`src/rtl/ddc_pkg.sv`:
```
// Shared types and width helpers for the DDC decimating boxcar stage.
package ddc_pkg;

    localparam int unsigned DEF_DSIZE = 25;
    localparam int unsigned DEF_WLEN  = 256;

    function automatic int unsigned acc_width(input int unsigned dsize, input int unsigned wlen);
        return dsize + $clog2(wlen);
    endfunction

    // Counters for ranges of one still need a single bit of storage.
    function automatic int unsigned cnt_width(input int unsigned n);
        return (n > 1) ? $clog2(n) : 1;
    endfunction

    typedef logic signed [DEF_DSIZE-1:0]                          sample_t;
    typedef logic signed [acc_width(DEF_DSIZE, DEF_WLEN)-1:0]     acc_t;

    typedef enum logic {FILL, RUN} state_t;

endpackage

```
`src/rtl/boxcar_decim_if.sv`:
```
// Sample-in / average-out bundle between the shift register stage and boxcar_decim.
interface boxcar_decim_if #(
    parameter int unsigned DSIZE = 25,
    parameter int unsigned OSIZE = 25
);
    logic signed [DSIZE-1:0] din;
    logic signed [DSIZE-1:0] din_dly;
    logic                    in_valid;
    logic signed [OSIZE-1:0] dout;
    logic                    out_valid;
    logic                    primed;

    modport master (
        output din, din_dly, in_valid,
        input  dout, out_valid, primed
    );

    modport slave (
        input  din, din_dly, in_valid,
        output dout, out_valid, primed
    );
endinterface

```
`src/rtl/boxcar_scale.sv`:
```
// Combinational window-sum to mean conversion: shift by LOG2W, then truncate to OSIZE.
// Define BOXCAR_ROUND_EN for round-half-up instead of floor.
module boxcar_scale #(
    parameter int unsigned AW    = 33,
    parameter int unsigned LOG2W = 8,
    parameter int unsigned OSIZE = 25
) (
    input  logic signed [AW-1:0]    acc,
    output logic signed [OSIZE-1:0] y
);

`ifdef BOXCAR_ROUND_EN
    // One extra bit so the half-LSB bias cannot wrap the most positive sum.
    localparam logic signed [AW:0] HALF = (AW+1)'(1) << (LOG2W-1);

    logic signed [AW:0] biased;

    always_comb begin
        biased = $signed({acc[AW-1], acc}) + HALF;
        y      = OSIZE'(biased >>> LOG2W);
    end
`else
    always_comb begin
        y = OSIZE'(acc >>> LOG2W);
    end
`endif

endmodule

```
`src/rtl/boxcar_decim.sv`:
```
// Decimating moving-average stage fed by the RAM shift register (din and its WLEN-delayed copy).
// Optional macro BOXCAR_ROUND_EN selects rounding in boxcar_scale.
module boxcar_decim
    import ddc_pkg::*;
#(
    parameter int unsigned DSIZE = 25,
    parameter int unsigned WLEN  = 256,
    parameter int unsigned LOG2W = $clog2(WLEN),
    parameter int unsigned DECIM = 16,
    parameter int unsigned OSIZE = 25
) (
    input  logic           clk,
    input  logic           Reset,
    boxcar_decim_if.slave  bus
);

    localparam int unsigned AW  = acc_width(DSIZE, WLEN);
    localparam int unsigned DCW = cnt_width(DECIM);

    if (OSIZE < DSIZE) begin : g_osize_low
        $error("boxcar_decim: OSIZE must be at least DSIZE");
    end
    if (OSIZE > AW) begin : g_osize_high
        $error("boxcar_decim: OSIZE must not exceed DSIZE+LOG2W");
    end
    if (WLEN < 2 || (WLEN & (WLEN - 1)) != 0) begin : g_wlen_pow2
        $error("boxcar_decim: WLEN must be a power of two >= 2");
    end
    if (DECIM < 1 || DECIM > 65535) begin : g_decim_range
        $error("boxcar_decim: DECIM out of range 1..65535");
    end

    state_t                 state;
    logic signed [AW-1:0]   acc;
    logic signed [AW-1:0]   acc_next;
    logic signed [AW-1:0]   add_op;
    logic signed [AW-1:0]   sub_op;
    logic [LOG2W-1:0]       fill_cnt;
    logic [DCW-1:0]         dec_cnt;
    logic                   fill_last;
    logic                   run_next;
    logic                   dec_last;
    logic signed [OSIZE-1:0] scaled;

    // The delayed operand is RAM garbage until the window has filled once.
    always_comb begin
        add_op    = {{LOG2W{bus.din[DSIZE-1]}}, bus.din};
        sub_op    = (state == RUN) ? {{LOG2W{bus.din_dly[DSIZE-1]}}, bus.din_dly} : '0;
        acc_next  = bus.in_valid ? (acc + add_op - sub_op) : acc;
        fill_last = (state == FILL) && (fill_cnt == LOG2W'(WLEN - 1));
        run_next  = (state == RUN) || (bus.in_valid && fill_last);
        dec_last  = (dec_cnt == DCW'(DECIM - 1));
    end

    boxcar_scale #(
        .AW    (AW),
        .LOG2W (LOG2W),
        .OSIZE (OSIZE)
    ) u_scale (
        .acc (acc_next),
        .y   (scaled)
    );

    always_ff @(posedge clk) begin
        if (Reset) begin
            state         <= FILL;
            acc           <= '0;
            fill_cnt      <= '0;
            dec_cnt       <= '0;
            bus.dout      <= '0;
            bus.out_valid <= 1'b0;
            bus.primed    <= 1'b0;
        end else begin
            bus.out_valid <= 1'b0;
            if (bus.in_valid) begin
                acc     <= acc_next;
                dec_cnt <= dec_last ? '0 : dec_cnt + DCW'(1);
                case (state)
                    FILL: begin
                        fill_cnt <= fill_cnt + LOG2W'(1);
                        if (fill_last) begin
                            state      <= RUN;
                            bus.primed <= 1'b1;
                        end
                    end
                    RUN: begin
                    end
                endcase
                // The fill-completing sample may already emit if the decimator lines up.
                if (dec_last && run_next) begin
                    bus.dout      <= scaled;
                    bus.out_valid <= 1'b1;
                end
            end
        end
    end

endmodule

```
`src/flat_wrapper.sv`:
```
// flat-port wrapper written by rule: the top's interface ports become plain ports
module boxcar_decim_flat import ddc_pkg::*;
#(
    parameter int unsigned DSIZE = 25,
    parameter int unsigned WLEN  = 256,
    parameter int unsigned LOG2W = $clog2(WLEN),
    parameter int unsigned DECIM = 16,
    parameter int unsigned OSIZE = 25
)
  (clk, Reset, bus_din, bus_din_dly, bus_in_valid, bus_dout, bus_out_valid, bus_primed);
  boxcar_decim_if #(.DSIZE(DSIZE), .OSIZE(OSIZE)) bus_i ();
  input  logic clk;
  input  logic Reset;
  input wire logic [$bits(bus_i.din)-1:0] bus_din;
  input wire logic [$bits(bus_i.din_dly)-1:0] bus_din_dly;
  input wire logic [$bits(bus_i.in_valid)-1:0] bus_in_valid;
  output wire logic [$bits(bus_i.dout)-1:0] bus_dout;
  output wire logic [$bits(bus_i.out_valid)-1:0] bus_out_valid;
  output wire logic [$bits(bus_i.primed)-1:0] bus_primed;
  assign bus_i.din = bus_din;
  assign bus_i.din_dly = bus_din_dly;
  assign bus_i.in_valid = bus_in_valid;
  assign bus_dout = bus_i.dout;
  assign bus_out_valid = bus_i.out_valid;
  assign bus_primed = bus_i.primed;
  boxcar_decim #(.DSIZE(DSIZE), .WLEN(WLEN), .LOG2W(LOG2W), .DECIM(DECIM), .OSIZE(OSIZE)) u_core (.clk(clk), .Reset(Reset), .bus(bus_i));
endmodule
```
`config.mk`:
```
export PLATFORM = sky130hd
export DESIGN_NAME = boxcar_decim_flat
export DESIGN_NICKNAME = d
export VERILOG_FILES = /design/src/rtl/ddc_pkg.sv /design/src/rtl/boxcar_decim_if.sv /design/src/rtl/boxcar_scale.sv /design/src/rtl/boxcar_decim.sv /design/src/flat_wrapper.sv
export SDC_FILE = /design/constraint.sdc
export NUM_CORES = 1
export LEC_CHECK = 0
export CAP_MARGIN = 15
export CORE_MARGIN = 2
export CORE_UTILIZATION = 52
export CTS_BUF_LIST = sky130_fd_sc_hd__clkbuf_4 sky130_fd_sc_hd__clkbuf_8
export CTS_CLUSTER_SIZE = 24
export DETAILED_ROUTE_END_ITERATION = 8
export HOLD_SLACK_MARGIN = 0.15
export PLACE_DENSITY = 0.82
export SLEW_MARGIN = 5
export SYNTH_ARGS = -nofsm -noshare
export SYNTH_HDL_FRONTEND = slang
export SYNTH_SLANG_ARGS = --single-unit
```
`constraint.sdc`:
```
create_clock -name clk -period 3.5 [get_ports clk]
set_input_delay 0.875 -clock clk [delete_from_list [all_inputs] [get_ports clk]]
set_output_delay 0.875 -clock clk [all_outputs]
set_load 0.05 [all_outputs]
```
==> key figures <==
Floorplan
  – Die ar.: 12200 um2
  – I/O pins: 80
  – Rows: 38
  – Core region area: 10900 um2
  – Die Y-Extent: 110 um
  – Die Wd: 110 um
  – Initial core utilization: 53.7%

Finish
  – Final net count: 1068
  – Final Util: 79.8%
  – Post-route design area: 8730 um2
  – Area Growth Syn to Fin: 48.6%
  – Most common cell after layout, fill and taps aside: buf_4
  – Antenna Cells: 0
  – Ratio of cells with drive above 1 in the final layout: 32.0%
  – Most frequent cells in the layout: buf_4 (133), inv_1 (93), dfxtp_1 (73)

Setup path
  – Crit path cell chain: dlygate4sd2_1 -> and2_1 -> ha_1 -> inv_1 -> ha_2 -> fa_2 -> a211oi_2 -> o21ai_2 -> o2111ai_4 -> buf_6 -> a21boi_2 -> o21a_1 -> or4_4 -> o311ai_1
  – WP data arrival: 3.88 ns
  – Max stage delay on crit path: 0.57 ns
  – Crit-path max FO: 4
  – CP Class: input pin to flip-flop
  – CP endpoint kind: flip-flop
  – Slowest CP cell: or4_4
  – Startpoint Class: input pin
  – Critical Path RT: 3.78 ns

Placement
  – Gpl congestion: 0.937
  – Final HPWL DP: 12400 um
  – Cell Area, Placed: 7580 um2
  – IO buf count: 79

STA
  – Hold Vio Cnt, Final: 0
  – RSZ-0062 raised after global routing: yes
  – Fin crit period: 3.60 ns
  – Setup_tns: -0.102 ns
  – Final Cycle Share: 103%
  – Slew margin rel.: 43.0%
  – Final setup viols: 1
  – Peak Freq: 278 MHz
  – Skew final: 0.0160 ns
  – Worst slew pin tran: 0.854 ns
  – Final number of max-transition violations: 0
  – Final worst slack: -0.102 ns

Synthesis
  – Post-synth top area share: 24.9%
  – Async SR Flop Fraction: 0%
  – Mapped Area: 5880 um2
  – FF+latch count, synth: 73
  – Syn Area/Cell: 7.90 um2
  – Yosys warning count: 0
  – Synth unique cells: 62
  – Syn nets: 865
  – Cells after Synth: 744
  – Top_reg_cell synth: dfxtp_1
  – Seq/Total Area, Yosys: 24.9%
  – Post-synth top area cell: dfxtp_1
  – Dominant cells by area after synthesis: dfxtp_1 (25%), fa_1 (11%), inv_1 (8.2%), ha_1 (7.7%), a21oi_1 (4.4%)
  – Number of enable flip-flop cells after synthesis: 0

Global route
  – Vias in the first global route: 6506
  – Largest net degree at the start of global routing: 74
  – Initial antenna violation count: 0
  – Global route overflow: 0
  – Total GRT Usage: 31.8%
  – First-pass GRT wire length: 29800 um

CTS
  – CTS tree: yes
  – H-tree levels: 3
  – CTS max path bufs: 2
  – Root Buffer: clkbuf_8
  – CTS buffer count: 9
  – Clock-pin slew on the worst setup and hold paths: 0.08 ns
  – Clock sink count: 73
  – Skew-Pair Late Insertion Delay: 0.38 ns
  – Hold buffers post-CTS: 0

Outcome
  – Status: finished with violations
  – Failing checks: negative setup slack

Drt
  – DR pass1 iterations: 5
  – Number of remaining DRC errors: 0
  – Via count: 6493
  – 1st-iter DRT viols: 406
  – Final ANT Viol Nets: 0
  – Post-Route WL: 20300 um
  – Routed length per instance: 18.6 um
  – Vias per inst: 5.95

Run
  – Max cap viols: 0

Pwr
  – Pwr per Cell Area: 808 nW/um2
  – Leak pwr: 4.00 nW
  – Worst ir drop on vdd: 0.469 mV

Worst hold path
  – Hold/Removal Path Class: flip-flop to flip-flop
## state kept, by name (all words and copies together) (netlist names)
| register | cells |
|---|---|
| u_core.bus.out_valid | 1 |
| u_core.state | 1 |
| u_core.bus.primed | 1 |
| u_core.bus.dout | 25 |
| u_core.fill_cnt | 8 |
| u_core.acc | 33 |
| u_core.dec_cnt | 4 |
## per-layer routing
metal / part of all wire, % / global-route usage (%) / vias to the layer above
li1: - / - / 2922
met1: 37 / 34.4 / 3101
met2: 51 / 58.4 / 359
met3: 7.0 / 6.11 / 111
met4: 5.2 / 16.4 / 0
met5: 0 / 0 / -
## cell families (layout without fill, tap and decap cells)
kind of cell    Yosys count  in the layout  share of synthesized area (%)
compound gates          174            175                           19.6
xor+xnor                 26             26                           3.88
fa+ha+maj                68             68                           18.6
buf+inv                 161            367                           10.4
flops                    73             73                           24.9
mux                      19             19                           3.24
simple gates            223            223                           19.4
## cells in the mapped netlist (3+ instances only)
master and number:
fa_1 32, or3_1 12, and3_1 6, a21boi_1 4, o21ai_1 16, nand2b_1 13
nor2_1 40, mux2i_1 19, inv_1 128, ha_1 36, nor3_1 11, dfxtp_1 73
and4_1 3, nand4_1 8, and2_1 29, nor2b_1 3, a31oi_1 9, o311ai_1 5
a21oi_1 52, nand2_1 57, o211ai_1 10, clkbuf_1 27, xor2_1 17, nand3_1 26
o21ai_0 17, or4_1 4, nor4_1 3, o22ai_1 7, buf_1 4, xnor2_1 9
a21o_1 19, a211oi_1 7
## stage by stage
stage	instances	total power [mW]	hold slack (ns)	setup WS, ns
2_1_floorplan	744	3.40	0.450	0.00466
3_3_place_gp	1038	4.74	0.444	-0.505
3_5_place_dp	1038	4.86	0.448	-0.576
4_1_cts	1081	6.29	0.459	0.00270
5_1_grt	1091	7.40	0.483	-0.155
6_report	1091	7.06	0.456	-0.102
## where the power goes
group	total [mW]	switching (mW)	leakage (nW)	internal, mW
logic	5.30	2.75	3.31	2.55
registers	1.05	0.0750	0.595	0.971
clock network	0.714	0.350	0.0937	0.364
## worst max-delay path: cells and delay by family
kind	cells	cell delay [ns]
AND/OR/NAND/NOR	2	0.71
adder cells (fa/ha/maj)	3	0.83
AO/OA/AOI/OAI	6	1.04
buffers and inverters	3	0.42
## cell type report
type,instances,area [um2]
Clock inverter,4,52.6
Inverter,129,487
Timing Repair Buffer,223,1910
Clock buffer,11,151
Sequential cell,73,1460
Tap cell,140,175
Multi-Input combinational cell,511,4500
Fill cell,662,2210
## path summary, 6_finish.rpt
path | cells after the start | from | to | slack [ns]
worst max-delay path | 14 | bus_din_dly[0] | u_core.acc[12] | -0.10
worst min-delay path | 2 | u_core.bus.dout[8] | u_core.bus.dout[8] | 0.46
worst max register to register | 13 | u_core.state | u_core.acc[12] | -0.04
worst min register to register | 2 | u_core.bus.dout[8] | u_core.bus.dout[8] | 0.46
## what timing repair did
action	CTS	global route
setup buffers	27	10
resized for setup	118	87
gates cloned	1	0
endpoints found under the setup margin	31	33
pin swaps	73	65
No activity file was read; power rests on OpenSTA's default activity.
